--- config.mk ---
export PLATFORM = sky130hd
export DESIGN_NAME = player_grid_mover
export DESIGN_NICKNAME = d
export VERILOG_FILES = /design/src/rtl/player_grid_mover.sv
export SDC_FILE = /design/constraint.sdc
export NUM_CORES = 1
export LEC_CHECK = 0
export ABC_CLOCK_PERIOD_IN_PS = 3100
export CORE_ASPECT_RATIO = 0.75
export CORE_MARGIN = 4
export CORE_UTILIZATION = 54
export DETAILED_ROUTE_END_ITERATION = 8
export PLACE_DENSITY = 0.83
export SLEW_MARGIN = 5
export SYNTH_ARGS = -nofsm -noshare
export SYNTH_HDL_FRONTEND = slang
export SYNTH_SLANG_ARGS = --single-unit
--- constraint.sdc ---
create_clock -name clk_in -period 3.1 [get_ports clk_in]
set_input_delay 0.62 -clock clk_in [delete_from_list [all_inputs] [get_ports clk_in]]
set_output_delay 0.62 -clock clk_in [all_outputs]
set_load 0.005 [all_outputs]
--- src/rtl/player_grid_mover.sv ---
// Purpose : owns one player's grid position and facing; turns frame-rate buttons into checked single-tile moves.
// Latency : turn and tile_req are registered 1 cycle after the acting frame_tick; move lands 1 cycle after tile_valid.
// Backpressure: none upstream; waits up to LOOKUP_TIMEOUT cycles for tile_valid, then MOVE_COOLDOWN frames before the next move.
//
// Ports:
//   clk_in, rst_in            clock, asynchronous active-high reset
//   frame_tick, freeze        per-frame pulse; pause (blocks new moves/turns)
//   btn_left/right/up/down    debounced levels, priority L > R > U > D
//   tile_req, tile_x, tile_y  one-cycle lookup request and its target tile
//   tile_valid, tile_blocked  lookup response
//   grid_x, grid_y            current position
//   player_direction          LEFT=0 RIGHT=1 UP=2 DOWN=3
//   moved                     one-cycle pulse aligned with the new position
//   busy                      high whenever not IDLE
module player_grid_mover #(
    parameter int GRID_W         = 12,
    parameter int GRID_H         = 8,
    parameter int START_X        = 1,
    parameter int START_Y        = 1,
    parameter int MOVE_COOLDOWN  = 8,
    parameter int LOOKUP_TIMEOUT = 15
) (
    input  logic       clk_in,
    input  logic       rst_in,
    input  logic       frame_tick,
    input  logic       freeze,
    input  logic       btn_left,
    input  logic       btn_right,
    input  logic       btn_up,
    input  logic       btn_down,
    output logic       tile_req,
    output logic [3:0] tile_x,
    output logic [2:0] tile_y,
    input  logic       tile_valid,
    input  logic       tile_blocked,
    output logic [3:0] grid_x,
    output logic [2:0] grid_y,
    output logic [1:0] player_direction,
    output logic       moved,
    output logic       busy
);

    localparam logic [1:0] ST_IDLE     = 2'd0;
    localparam logic [1:0] ST_LOOKUP   = 2'd1;
    localparam logic [1:0] ST_COOLDOWN = 2'd2;

    localparam logic [1:0] DIR_LEFT  = 2'd0;
    localparam logic [1:0] DIR_RIGHT = 2'd1;
    localparam logic [1:0] DIR_UP    = 2'd2;
    localparam logic [1:0] DIR_DOWN  = 2'd3;

    localparam logic [3:0] X_MAX   = 4'(GRID_W - 1);
    localparam logic [2:0] Y_MAX   = 3'(GRID_H - 1);
    localparam logic [3:0] X_START = 4'(START_X);
    localparam logic [2:0] Y_START = 3'(START_Y);
    localparam logic [7:0] TO_LOAD = 8'(LOOKUP_TIMEOUT);
    localparam logic [7:0] CD_LOAD = 8'(MOVE_COOLDOWN);

    logic [1:0] state_q, state_d;
    logic [3:0] grid_x_q, grid_x_d;
    logic [2:0] grid_y_q, grid_y_d;
    logic [1:0] dir_q, dir_d;
    logic       tile_req_q, tile_req_d;
    logic [3:0] tile_x_q, tile_x_d;
    logic [2:0] tile_y_q, tile_y_d;
    logic       moved_q, moved_d;
    logic [7:0] timer_q, timer_d;
    logic [7:0] cool_q, cool_d;

    logic       any_btn;
    logic       act;
    logic [1:0] dir_sel;
    logic       at_edge;
    logic [3:0] tgt_x;
    logic [2:0] tgt_y;

    // Button decode and target; the edge check guarantees the +/-1 below never wraps.
    always_comb begin
        any_btn = btn_left | btn_right | btn_up | btn_down;
        act     = frame_tick & ~freeze & any_btn;
        dir_sel = DIR_DOWN;
        tgt_x   = grid_x_q;
        tgt_y   = grid_y_q;
        at_edge = 1'b0;
        if (btn_left) begin
            dir_sel = DIR_LEFT;
            at_edge = (grid_x_q == 4'd0);
            tgt_x   = grid_x_q - 4'd1;
        end else if (btn_right) begin
            dir_sel = DIR_RIGHT;
            at_edge = (grid_x_q == X_MAX);
            tgt_x   = grid_x_q + 4'd1;
        end else if (btn_up) begin
            dir_sel = DIR_UP;
            at_edge = (grid_y_q == 3'd0);
            tgt_y   = grid_y_q - 3'd1;
        end else begin
            dir_sel = DIR_DOWN;
            at_edge = (grid_y_q == Y_MAX);
            tgt_y   = grid_y_q + 3'd1;
        end
    end

    always_comb begin
        state_d    = state_q;
        grid_x_d   = grid_x_q;
        grid_y_d   = grid_y_q;
        dir_d      = dir_q;
        tile_req_d = 1'b0;
        tile_x_d   = tile_x_q;
        tile_y_d   = tile_y_q;
        moved_d    = 1'b0;
        timer_d    = timer_q;
        cool_d     = cool_q;
        case (state_q)
            ST_IDLE: begin
                if (act) begin
                    // The turn sticks even if the lookup later fails.
                    dir_d = dir_sel;
                    if (!at_edge) begin
                        tile_x_d   = tgt_x;
                        tile_y_d   = tgt_y;
                        tile_req_d = 1'b1;
                        timer_d    = TO_LOAD;
                        state_d    = ST_LOOKUP;
                    end
                end
            end
            ST_LOOKUP: begin
                // timer_q counts down from the tile_req cycle, so a response on the
                // LOOKUP_TIMEOUT-th cycle after the request is still accepted.
                if (tile_valid) begin
                    if (!tile_blocked) begin
                        grid_x_d = tile_x_q;
                        grid_y_d = tile_y_q;
                        moved_d  = 1'b1;
                        cool_d   = CD_LOAD;
                        state_d  = (CD_LOAD == 8'd0) ? ST_IDLE : ST_COOLDOWN;
                    end else begin
                        state_d = ST_IDLE;
                    end
                end else if (timer_q == 8'd0) begin
                    state_d = ST_IDLE;
                end else begin
                    timer_d = timer_q - 8'd1;
                end
            end
            ST_COOLDOWN: begin
                // Returning to IDLE here means the emptying tick cannot also start a move.
                if (frame_tick) begin
                    cool_d = cool_q - 8'd1;
                    if (cool_q <= 8'd1) begin
                        state_d = ST_IDLE;
                    end
                end
            end
            default: state_d = ST_IDLE;
        endcase
    end

    always_ff @(posedge clk_in or posedge rst_in) begin
        if (rst_in) begin
            state_q    <= ST_IDLE;
            grid_x_q   <= X_START;
            grid_y_q   <= Y_START;
            dir_q      <= DIR_DOWN;
            tile_req_q <= 1'b0;
            tile_x_q   <= 4'd0;
            tile_y_q   <= 3'd0;
            moved_q    <= 1'b0;
            timer_q    <= 8'd0;
            cool_q     <= 8'd0;
        end else begin
            state_q    <= state_d;
            grid_x_q   <= grid_x_d;
            grid_y_q   <= grid_y_d;
            dir_q      <= dir_d;
            tile_req_q <= tile_req_d;
            tile_x_q   <= tile_x_d;
            tile_y_q   <= tile_y_d;
            moved_q    <= moved_d;
            timer_q    <= timer_d;
            cool_q     <= cool_d;
        end
    end

    assign tile_req         = tile_req_q;
    assign tile_x           = tile_x_q;
    assign tile_y           = tile_y_q;
    assign grid_x           = grid_x_q;
    assign grid_y           = grid_y_q;
    assign player_direction = dir_q;
    assign moved            = moved_q;
    assign busy             = (state_q != ST_IDLE);

endmodule

# Yosys cells after proc, flatten, opt, wreduce, memory -nomap -nowiden
# Index checks and enable logic that the tools add are counted.
[totals]
in_bits = 10
regBits = 36
[classes]
bitwise = 8
n_reduce_logical = 13
add_sub_neg = 6
n_eq_ne = 13
mux = 34
order_cmp = 1
[op_table]
columns = ["op", "count"]
rows = [
  ["two-way mux 8 bit", 7],
  ["one-hot mux 8 bit (2 select lines)", 2],
  ["two-way mux 2 bit", 9],
  ["inequality test 2 bit (second input constant)", 8],
  ["subtractor 8 x 1 -> 8 bit (second input constant)", 2],
  ["two-way mux 1 bit", 10],
  ["AND reduction 5 bit", 2],
  ["two-way mux 3 bit", 3],
  ["<= comparator 8 x 1 -> 1 bit (second input constant)", 1],
  ["logical NOT 8 bit", 1],
  ["two-way mux 4 bit", 2],
  ["one-hot mux 2 bit (3 select lines)", 1],
  ["AND reduction 3 bit", 2],
  ["nonzero test 2 bit", 3],
  ["adder 4 x 1 -> 4 bit (second input constant)", 1],
  ["equality test 4 bit (second input constant)", 1],
  ["logical NOT 4 bit", 1],
  ["AND reduction 4 bit", 1],
  ["subtractor 4 x 1 -> 4 bit (second input constant)", 1],
  ["adder 3 x 1 -> 3 bit (second input constant)", 1],
  ["equality test 3 bit (second input constant)", 1],
  ["logical NOT 3 bit", 1],
  ["inequality test 3 bit (second input constant)", 1],
  ["NOT 1 bit", 3],
  ["7 further kinds", 10],
]

# Depth between registers and ports, before layout
# Gate-level depths: netlist of the first run.
[logic_depth]
ltp_word = 7
mapped_depth = 8
depth_no_buf = 7

# Worst setup path before layout of the first run
# OpenSTA, ideal clock, no wires.
[synth_path]
kind = "input-to-reg"
startpoint = "input port freeze"
endpoint = "register timer_q[1]"
path_buffers = 2
path_stages = 7
setup_time_ps = 127
setup_slack_ps = 603
t_arrival_ps = 2369
required_time_ps = 2973
path_cell_list = "or4b_1 > buf_2 > o22a_1 > or4_4 > buf_6 > inv_2 > mux2_1"
[synth_between]
elab_chain_cells = 5
[synth_rtl]
columns = ["element", "line_no", "rtl"]
rows = [
  ["start, declared", "26", "input logic freeze,"],
  ["NOT 1 bit", "80", "act = frame_tick & ~freeze & any_btn;"],
  ["AND 1 bit (2 in series)", "80", ""],
  ["inequality test 2 bit (no line)", "n/a", ""],
  ["AND reduction 5 bit (no line)", "n/a", ""],
  ["end signal, assigned", "182", "timer_q <= timer_d;"],
  ["end, declared", "67", "logic [7:0] timer_q, timer_d;"],
]
# Every way passes these cells.
# A chain may end at the register's enable or synchronous reset.

# Worst setup path in the final report of the first run
[layout_path]
startpoint = "input port frame_tick"
endpoint = "register timer_q[1]"
[layout_between]
elab_chain_cells = 4
[layout_rtl]
columns = ["element", "line_no", "rtl"]
rows = [
  ["start, declared", "25", "input logic frame_tick,"],
  ["AND 1 bit (2 in series)", "80", ""],
  ["inequality test 2 bit (no line)", "n/a", ""],
  ["AND reduction 5 bit (no line)", "n/a", ""],
]
# Every way passes these cells.

==> impl_metrics.env, run 1 <==
export IMPL_synth_area_leaders="dfrtp_1 40%, dfstp_2 5.2%, ha_1 4.4%"
export IMPL_skew_ps=11.0
export IMPL_grtUsageTotal_pct=20.8
export IMPL_vias=1601
export IMPL_min_path_cells=1
export IMPL_drc=0
export IMPL_cts_sinks=36
export IMPL_seq_area_frac_synth_pct=45.1
export IMPL_synth_edf_count=0
export IMPL_setup_violations=0
export IMPL_cts_tree="built"
export IMPL_synthFlopType="dfrtp_1"
export IMPL_clkTransAtPathRegs_ps=70
export IMPL_synth_area_mm2=0.00201
export IMPL_synthDistinctLibCells=55
export IMPL_syn_area_per_cell_um2=10.0
export IMPL_synth_top_family_by_area="simple AND/OR/NAND/NOR gates"
export IMPL_hold_viol_final=0
export IMPL_r2r_start="state_q[0]$_DFFE_PP0P_"
export IMPL_synth_top_area_share_pct=39.9
export IMPL_synth_most_common_cell="dfrtp_1"
export IMPL_io_pin_count=29
export IMPL_cp_arrival_ps=2760
export IMPL_leakagePower_nw=1.06
export IMPL_ys_ff_latch=36
export IMPL_initial_core_util_pct=58.7
export IMPL_fmax_mhz=386
export IMPL_gp_congestion=0.773
export IMPL_area_growth_pct=22.0
export IMPL_crit_path_max_fanout=6
export IMPL_synth_common_cells="32 x dfrtp_1, 20 x nand2_1, 16 x nor2_1"
export IMPL_coreArea_mm2=0.00342
export IMPL_insertion_delay_ps=290
export IMPL_wirelength_um=4360
export IMPL_place_area_mm2=0.00237
export IMPL_grt_max_degree=37
export IMPL_max_slew_margin_rel_pct=63.2
export IMPL_io_buffers=28
export IMPL_drv_slew=0
export IMPL_tightestPinTransition_ps=548
export IMPL_final_cells=286
export IMPL_fin_crit_sh_pct=83.5
export IMPL_grt_first_pass_wirelength_um=7630
export IMPL_antenna_left=0
export IMPL_rsz0062_at_grt="false"
export IMPL_htreeDepth=2
export IMPL_hold_buffers=0
export IMPL_viasPerCell=5.60
export IMPL_place_inst=278
export IMPL_holdWs_ps=500
export IMPL_maxCapViolations=0
export IMPL_n_antenna_cell=0
export IMPL_end_kind="flip-flop"
export IMPL_synthMuxAreaShare_pct=4.98
export IMPL_synthXorXnorAreaFrac_pct=5.23
export IMPL_design_area_mm2=0.00245
export IMPL_dieArea_mm2=0.00477
export IMPL_status="completed"
export IMPL_postSynthCellCount=200
export IMPL_synth_fa_ha_area_share_pct=5.36
export IMPL_crit_required_ps=3270
export IMPL_grt_antenna_before_repair=0
export IMPL_postSynth_asyncResetShare_pct=100
export IMPL_clock_tree_root_cell="clkbuf_8"
export IMPL_worst_setup_path_type="in -> reg"
export IMPL_hold_path_class="reg -> reg"
export IMPL_dpl_hpwl_um=3190
export IMPL_start_kind="input pin"
export IMPL_yosys_warnings=0
export IMPL_drive_above_1_share_pct=14.0
export IMPL_p_per_area_mw_per_mm2=839
export IMPL_fin_nets=253
export IMPL_drtIter0Drc=108
export IMPL_cts_repair_resized=0
export IMPL_dr_pass1_iters=4
export IMPL_cts_buffers=5
export IMPL_cp_startpoint="frame_tick"
export IMPL_cts_buffer_depth=2
export IMPL_die_w_um=78.4
export IMPL_postCtsSetupBuffers=0
export IMPL_fin_tns_setup_ps=0
export IMPL_syn_num_nets=218
export IMPL_grt_overflow_total=0
export IMPL_ir_drop_v=0.000568
export IMPL_finalCriticalPeriod_ps=2590
export IMPL_r2r_end="timer_q[1]$_DFFE_PP0P_"
export IMPL_endpoint="timer_q[1]$_DFFE_PP0P_"
export IMPL_rows=18
export IMPL_grt_pass1_vias=1628
export IMPL_wl_per_cell_um=15.2
export IMPL_die_h_um=60.8
export IMPL_synthSimpleGateAreaFrac_pct=20.6
export IMPL_rr_worst_depth=5
export IMPL_reg2reg_slack_ps=790
export IMPL_yosys_area_top_type="dfrtp_1"
export IMPL_synth_compound_area_share_pct=14.1
-- power by group --
part	internal (mW)	switching [mW]
logic	0.483	0.371
clock network	0.158	0.167
registers	0.672	0.205
total	1.31	0.743
-- flip-flops by register name (all words and copies together), names as in the netlist --
signal and cells:
player_direction 2, cool_q 8, grid_y 3, timer_q 8, tile_y 3, grid_x 4
tile_x 4, state_q 2, moved 1, tile_req 1
-- worst min path at each step --
| stage | start | endpoint | slack (ps) |
|---|---|---|---|
| after floorplan | timer_q[0]$_DFFE_PP0P_ | timer_q[0]$_DFFE_PP0P_ | 470 |
| after global placement | tile_x[3]$_DFFE_PP0P_ | grid_x[3]$_DFFE_PP0P_ | 480 |
| after detailed placement | timer_q[0]$_DFFE_PP0P_ | timer_q[0]$_DFFE_PP0P_ | 490 |
| after CTS | timer_q[0]$_DFFE_PP0P_ | timer_q[0]$_DFFE_PP0P_ | 500 |
| after global routing | timer_q[0]$_DFFE_PP0P_ | timer_q[0]$_DFFE_PP0P_ | 520 |
| final | timer_q[0]$_DFFE_PP0P_ | timer_q[0]$_DFFE_PP0P_ | 500 |
-- through the flow --
stage | setup slack (ps) | power (mW) | util, %
after floorplan | 603 | 1.35 | -
after global placement | 230 | 1.71 | 69.2
after detailed placement | 193 | 1.73 | 69.2
after CTS | 498 | 2.07 | 71.6
after global routing | 422 | 2.23 | 71.6
final | 510 | 2.06 | 71.6
-- layer usage --
layer,GRT usage [%],part of all wire (%)
met5,0,0
met4,5.99,0.39
met3,4.60,4.4
met2,32.2,45
met1,29.8,50
-- layout by cell type (no fill, tap or decap), drive strengths merged, types with 2 or more instances in the layout --
| cell type | count |
|---|---|
| nor2 | 16 |
| or4b | 2 |
| ha | 7 |
| nor3 | 4 |
| nand2 | 20 |
| inv | 15 |
| clkbuf | 7 |
| nand3b | 2 |
| o22a | 3 |
| clkdlybuf4s50 | 28 |
| buf | 7 |
| a221o | 2 |
| mux2 | 8 |
| o21ai | 9 |
| nand2b | 2 |
| or2 | 4 |
| xnor2 | 9 |
| a211oi | 3 |
| nor4 | 3 |
| dfstp | 4 |
| nor2b | 3 |
| o211ai | 4 |
| nand4b | 2 |
| dfrtp | 32 |
| o31ai | 3 |
| or3 | 2 |
| nand4bb | 2 |
| a21oi | 7 |
| xor2 | 3 |
| nor3b | 2 |
-- worst max-delay path: stages --
cell and delay [ps]:
clkdlybuf4s50_1 520, or4b_1 470, o22a_1 190, or4_4 530, inv_2 110, mux2_1 320
-- kinds of logic after synthesis --
family | count (synthesis)
simple gates | 72
compound gates | 41
flops | 36
buf+inv | 22
xor+xnor | 12
mux | 9
fa+ha+maj | 8
-- cell type report --
| type | instances | area [um^2] |
|---|---|---|
| Timing Repair Buffer | 35 | 333 |
| Fill cell | 287 | 973 |
| Clock buffer | 7 | 76.3 |
| Sequential cell | 36 | 906 |
| Clock inverter | 1 | 5.00 |
| Tap cell | 50 | 62.6 |
| Multi-Input combinational cell | 142 | 1010 |
| Inverter | 15 | 56.3 |
(Power assumes the default switching activity.)
==> run 2: changes to the inputs <==
--- a/config.mk
+++ b/config.mk
@@ -5,12 +5,12 @@
 export SDC_FILE = /design/constraint.sdc
 export NUM_CORES = 1
 export LEC_CHECK = 0
-export ABC_CLOCK_PERIOD_IN_PS = 3100
+export ABC_CLOCK_PERIOD_IN_PS = 2300
 export CORE_ASPECT_RATIO = 0.75
 export CORE_MARGIN = 4
-export CORE_UTILIZATION = 54
+export CORE_UTILIZATION = 49
 export DETAILED_ROUTE_END_ITERATION = 8
-export PLACE_DENSITY = 0.83
+export PLACE_DENSITY = 0.8
 export SLEW_MARGIN = 5
 export SYNTH_ARGS = -nofsm -noshare
 export SYNTH_HDL_FRONTEND = slang
==> constraint.sdc (replaced) <==
create_clock -name clk_in -period 2.3 [get_ports clk_in]
set_input_delay 0.46 -clock clk_in [delete_from_list [all_inputs] [get_ports clk_in]]
set_output_delay 0.46 -clock clk_in [all_outputs]
set_load 0.005 [all_outputs]
==> impl_metrics.env, run 2 (synthesized netlist as in run 1, its figures left out) <==
export IMPL_status="completed"
export IMPL_worst_setup_path_type="in -> reg"
export IMPL_end_kind="flip-flop"
export IMPL_fin_crit_sh_pct=96.9
export IMPL_grt_antenna_before_repair=0
export IMPL_reg2reg_slack_ps=160
export IMPL_cts_buffer_depth=2
export IMPL_max_slew_margin_rel_pct=63.1
export IMPL_multi_input_area_mm2=0.00102
export IMPL_reg_top3="cool_q (8), timer_q (8)"
export IMPL_path_buf_inv=3
export IMPL_grtUsageTotal_pct=17.6
export IMPL_drc=0
export IMPL_holdWs_ps=497
export IMPL_regArea_um2=906
export IMPL_wirelength_um=4290
export IMPL_insertion_delay_ps=280
export IMPL_skew_ps=3.18
export IMPL_cpPeakStageDelay_ps=630
export IMPL_final_cells=302
export IMPL_crit_path_max_fanout=4
export IMPL_hold_path_endpoint="grid_x[3]$_DFFE_PP0P_"
export IMPL_fin_tns_setup_ps=0
export IMPL_cp_startpoint="btn_up"
export IMPL_cts_buffers=5
export IMPL_viasPerCell=5.36
export IMPL_power_mw=2.86
export IMPL_r2r_end="timer_q[1]$_DFFE_PP0P_"
export IMPL_crit_family="simple AND/OR/NAND/NOR gates"
export IMPL_vias=1619
export IMPL_gp_congestion=0.932
export IMPL_setup_ws_ps=70.5
export IMPL_cp_arrival_ps=2400
export IMPL_hold_path_class="reg -> reg"
export IMPL_die_w_um=81.9
export IMPL_initial_core_util_pct=52.8
export IMPL_dr_pass1_iters=4
export IMPL_final_common_cell="dfrtp_1"
export IMPL_wl_per_cell_um=14.2
export IMPL_postCtsSetupBuffers=0
export IMPL_drv_slew=0
export IMPL_drtIter0Drc=69
export IMPL_hold_buffers=0
export IMPL_ir_drop_v=0.000719
export IMPL_leakagePower_nw=1.16
export IMPL_start_kind="input pin"
export IMPL_fin_nets=267
export IMPL_grt_pass1_vias=1534
export IMPL_antenna_left=0
export IMPL_place_area_mm2=0.00249
export IMPL_rows=19
export IMPL_crit_path_cell_trace="clkdlybuf4s50_1 -> or4b_2 -> a211oi_2 -> or4_4 -> inv_4 -> buf_4 -> a22o_1"
export IMPL_hold_viol_final=0
export IMPL_nFillCells=301
export IMPL_setup_violations=0
export IMPL_htreeDepth=2
export IMPL_cts_tree="built"
export IMPL_p_per_area_mw_per_mm2=1110
export IMPL_fmax_mhz=449
export IMPL_grt_first_pass_wirelength_um=7110
export IMPL_clock_tree_root_cell="clkbuf_8"
export IMPL_grt_overflow_total=0
export IMPL_design_area_mm2=0.00258
export IMPL_clkTransAtPathRegs_ps=70
export IMPL_maxCapViolations=0
export IMPL_crit_slowest_cell="or4b_2"
export IMPL_rr_worst_depth=5
export IMPL_finalCriticalPeriod_ps=2230
export IMPL_drive_above_1_share_pct=20.8
export IMPL_r2r_start="state_q[1]$_DFFE_PP0P_"
export IMPL_io_pin_count=29
export IMPL_place_inst=294
export IMPL_io_buffers=28
export IMPL_layout_common_cells="32 x dfrtp_1, 26 x clkdlybuf4s50_1, 21 x buf_4, 20 x nand2_1, 16 x nor2_1"
export IMPL_cts_sinks=36
export IMPL_dieArea_mm2=0.00520
export IMPL_area_growth_pct=28.7
export IMPL_n_antenna_cell=0
export IMPL_grt_max_degree=37
export IMPL_die_h_um=63.4
export IMPL_tightestPinTransition_ps=548
export IMPL_min_path_cells=2
export IMPL_dpl_hpwl_um=3250
export IMPL_rsz0062_at_grt="false"
export IMPL_pre_cts_ws_ps=-344
export IMPL_final_core_util_pct=68.0
export IMPL_min_from="tile_x[3]$_DFFE_PP0P_"
export IMPL_coreArea_mm2=0.00380
export IMPL_crit_required_ps=2470
run 2: metal layers:
layer  track usage, %  part of all wire, %  vias up
met5                0                    0        -
met1             25.7                   52      781
met3             4.42                  3.5        5
met4             7.05                  1.0        0
li1                 -                    -      805
met2             24.5                   44       28
run 2: how the worst max path moves through the flow:
stage / endpoint / depth (start not counted) / slack, ps
5_1_grt: timer_q[3]$_DFFE_PP0P_ / 7 / 9
3_5_place_dp: timer_q[4]$_DFFE_PP0P_ / 5 / -340
4_1_cts: timer_q[1]$_DFFE_PP0P_ / 6 / 8
2_1_floorplan: timer_q[1]$_DFFE_PP0P_ / 7 / -50
6_report: timer_q[3]$_DFFE_PP0P_ / 7 / 70
3_3_place_gp: timer_q[1]$_DFFE_PP0P_ / 6 / -330
run 2: timing repair:
action / 4_1_cts / 5_1_grt
endpoints found under the setup margin: 3 / 4
gates resized for setup: 1 / 2
pin swaps: 4 / 3
run 2: cell type report:
class | instances | area share [%]
clock buffers | 6 | 3.19
clock inverters | 2 | 0.387
inverters | 15 | 2.27
multi-input cells | 142 | 39.6
flip-flops and latches | 36 | 35.0
well taps | 52 | 2.52
repair buffers | 49 | 17.0
run 2: power breakdown:
part           leakage (nW)  internal (mW)  switching, mW
Sequential            0.440          0.905          0.231
Clock                0.0510          0.239          0.223
Combinational         0.664          0.717          0.549
Total                  1.16           1.86           1.00
run 2: tightest hold or removal path, delay by kind of cell (launching register included):
family / cells / cell delay [ps]
flops: 1 / 360
simple gates: 2 / 110
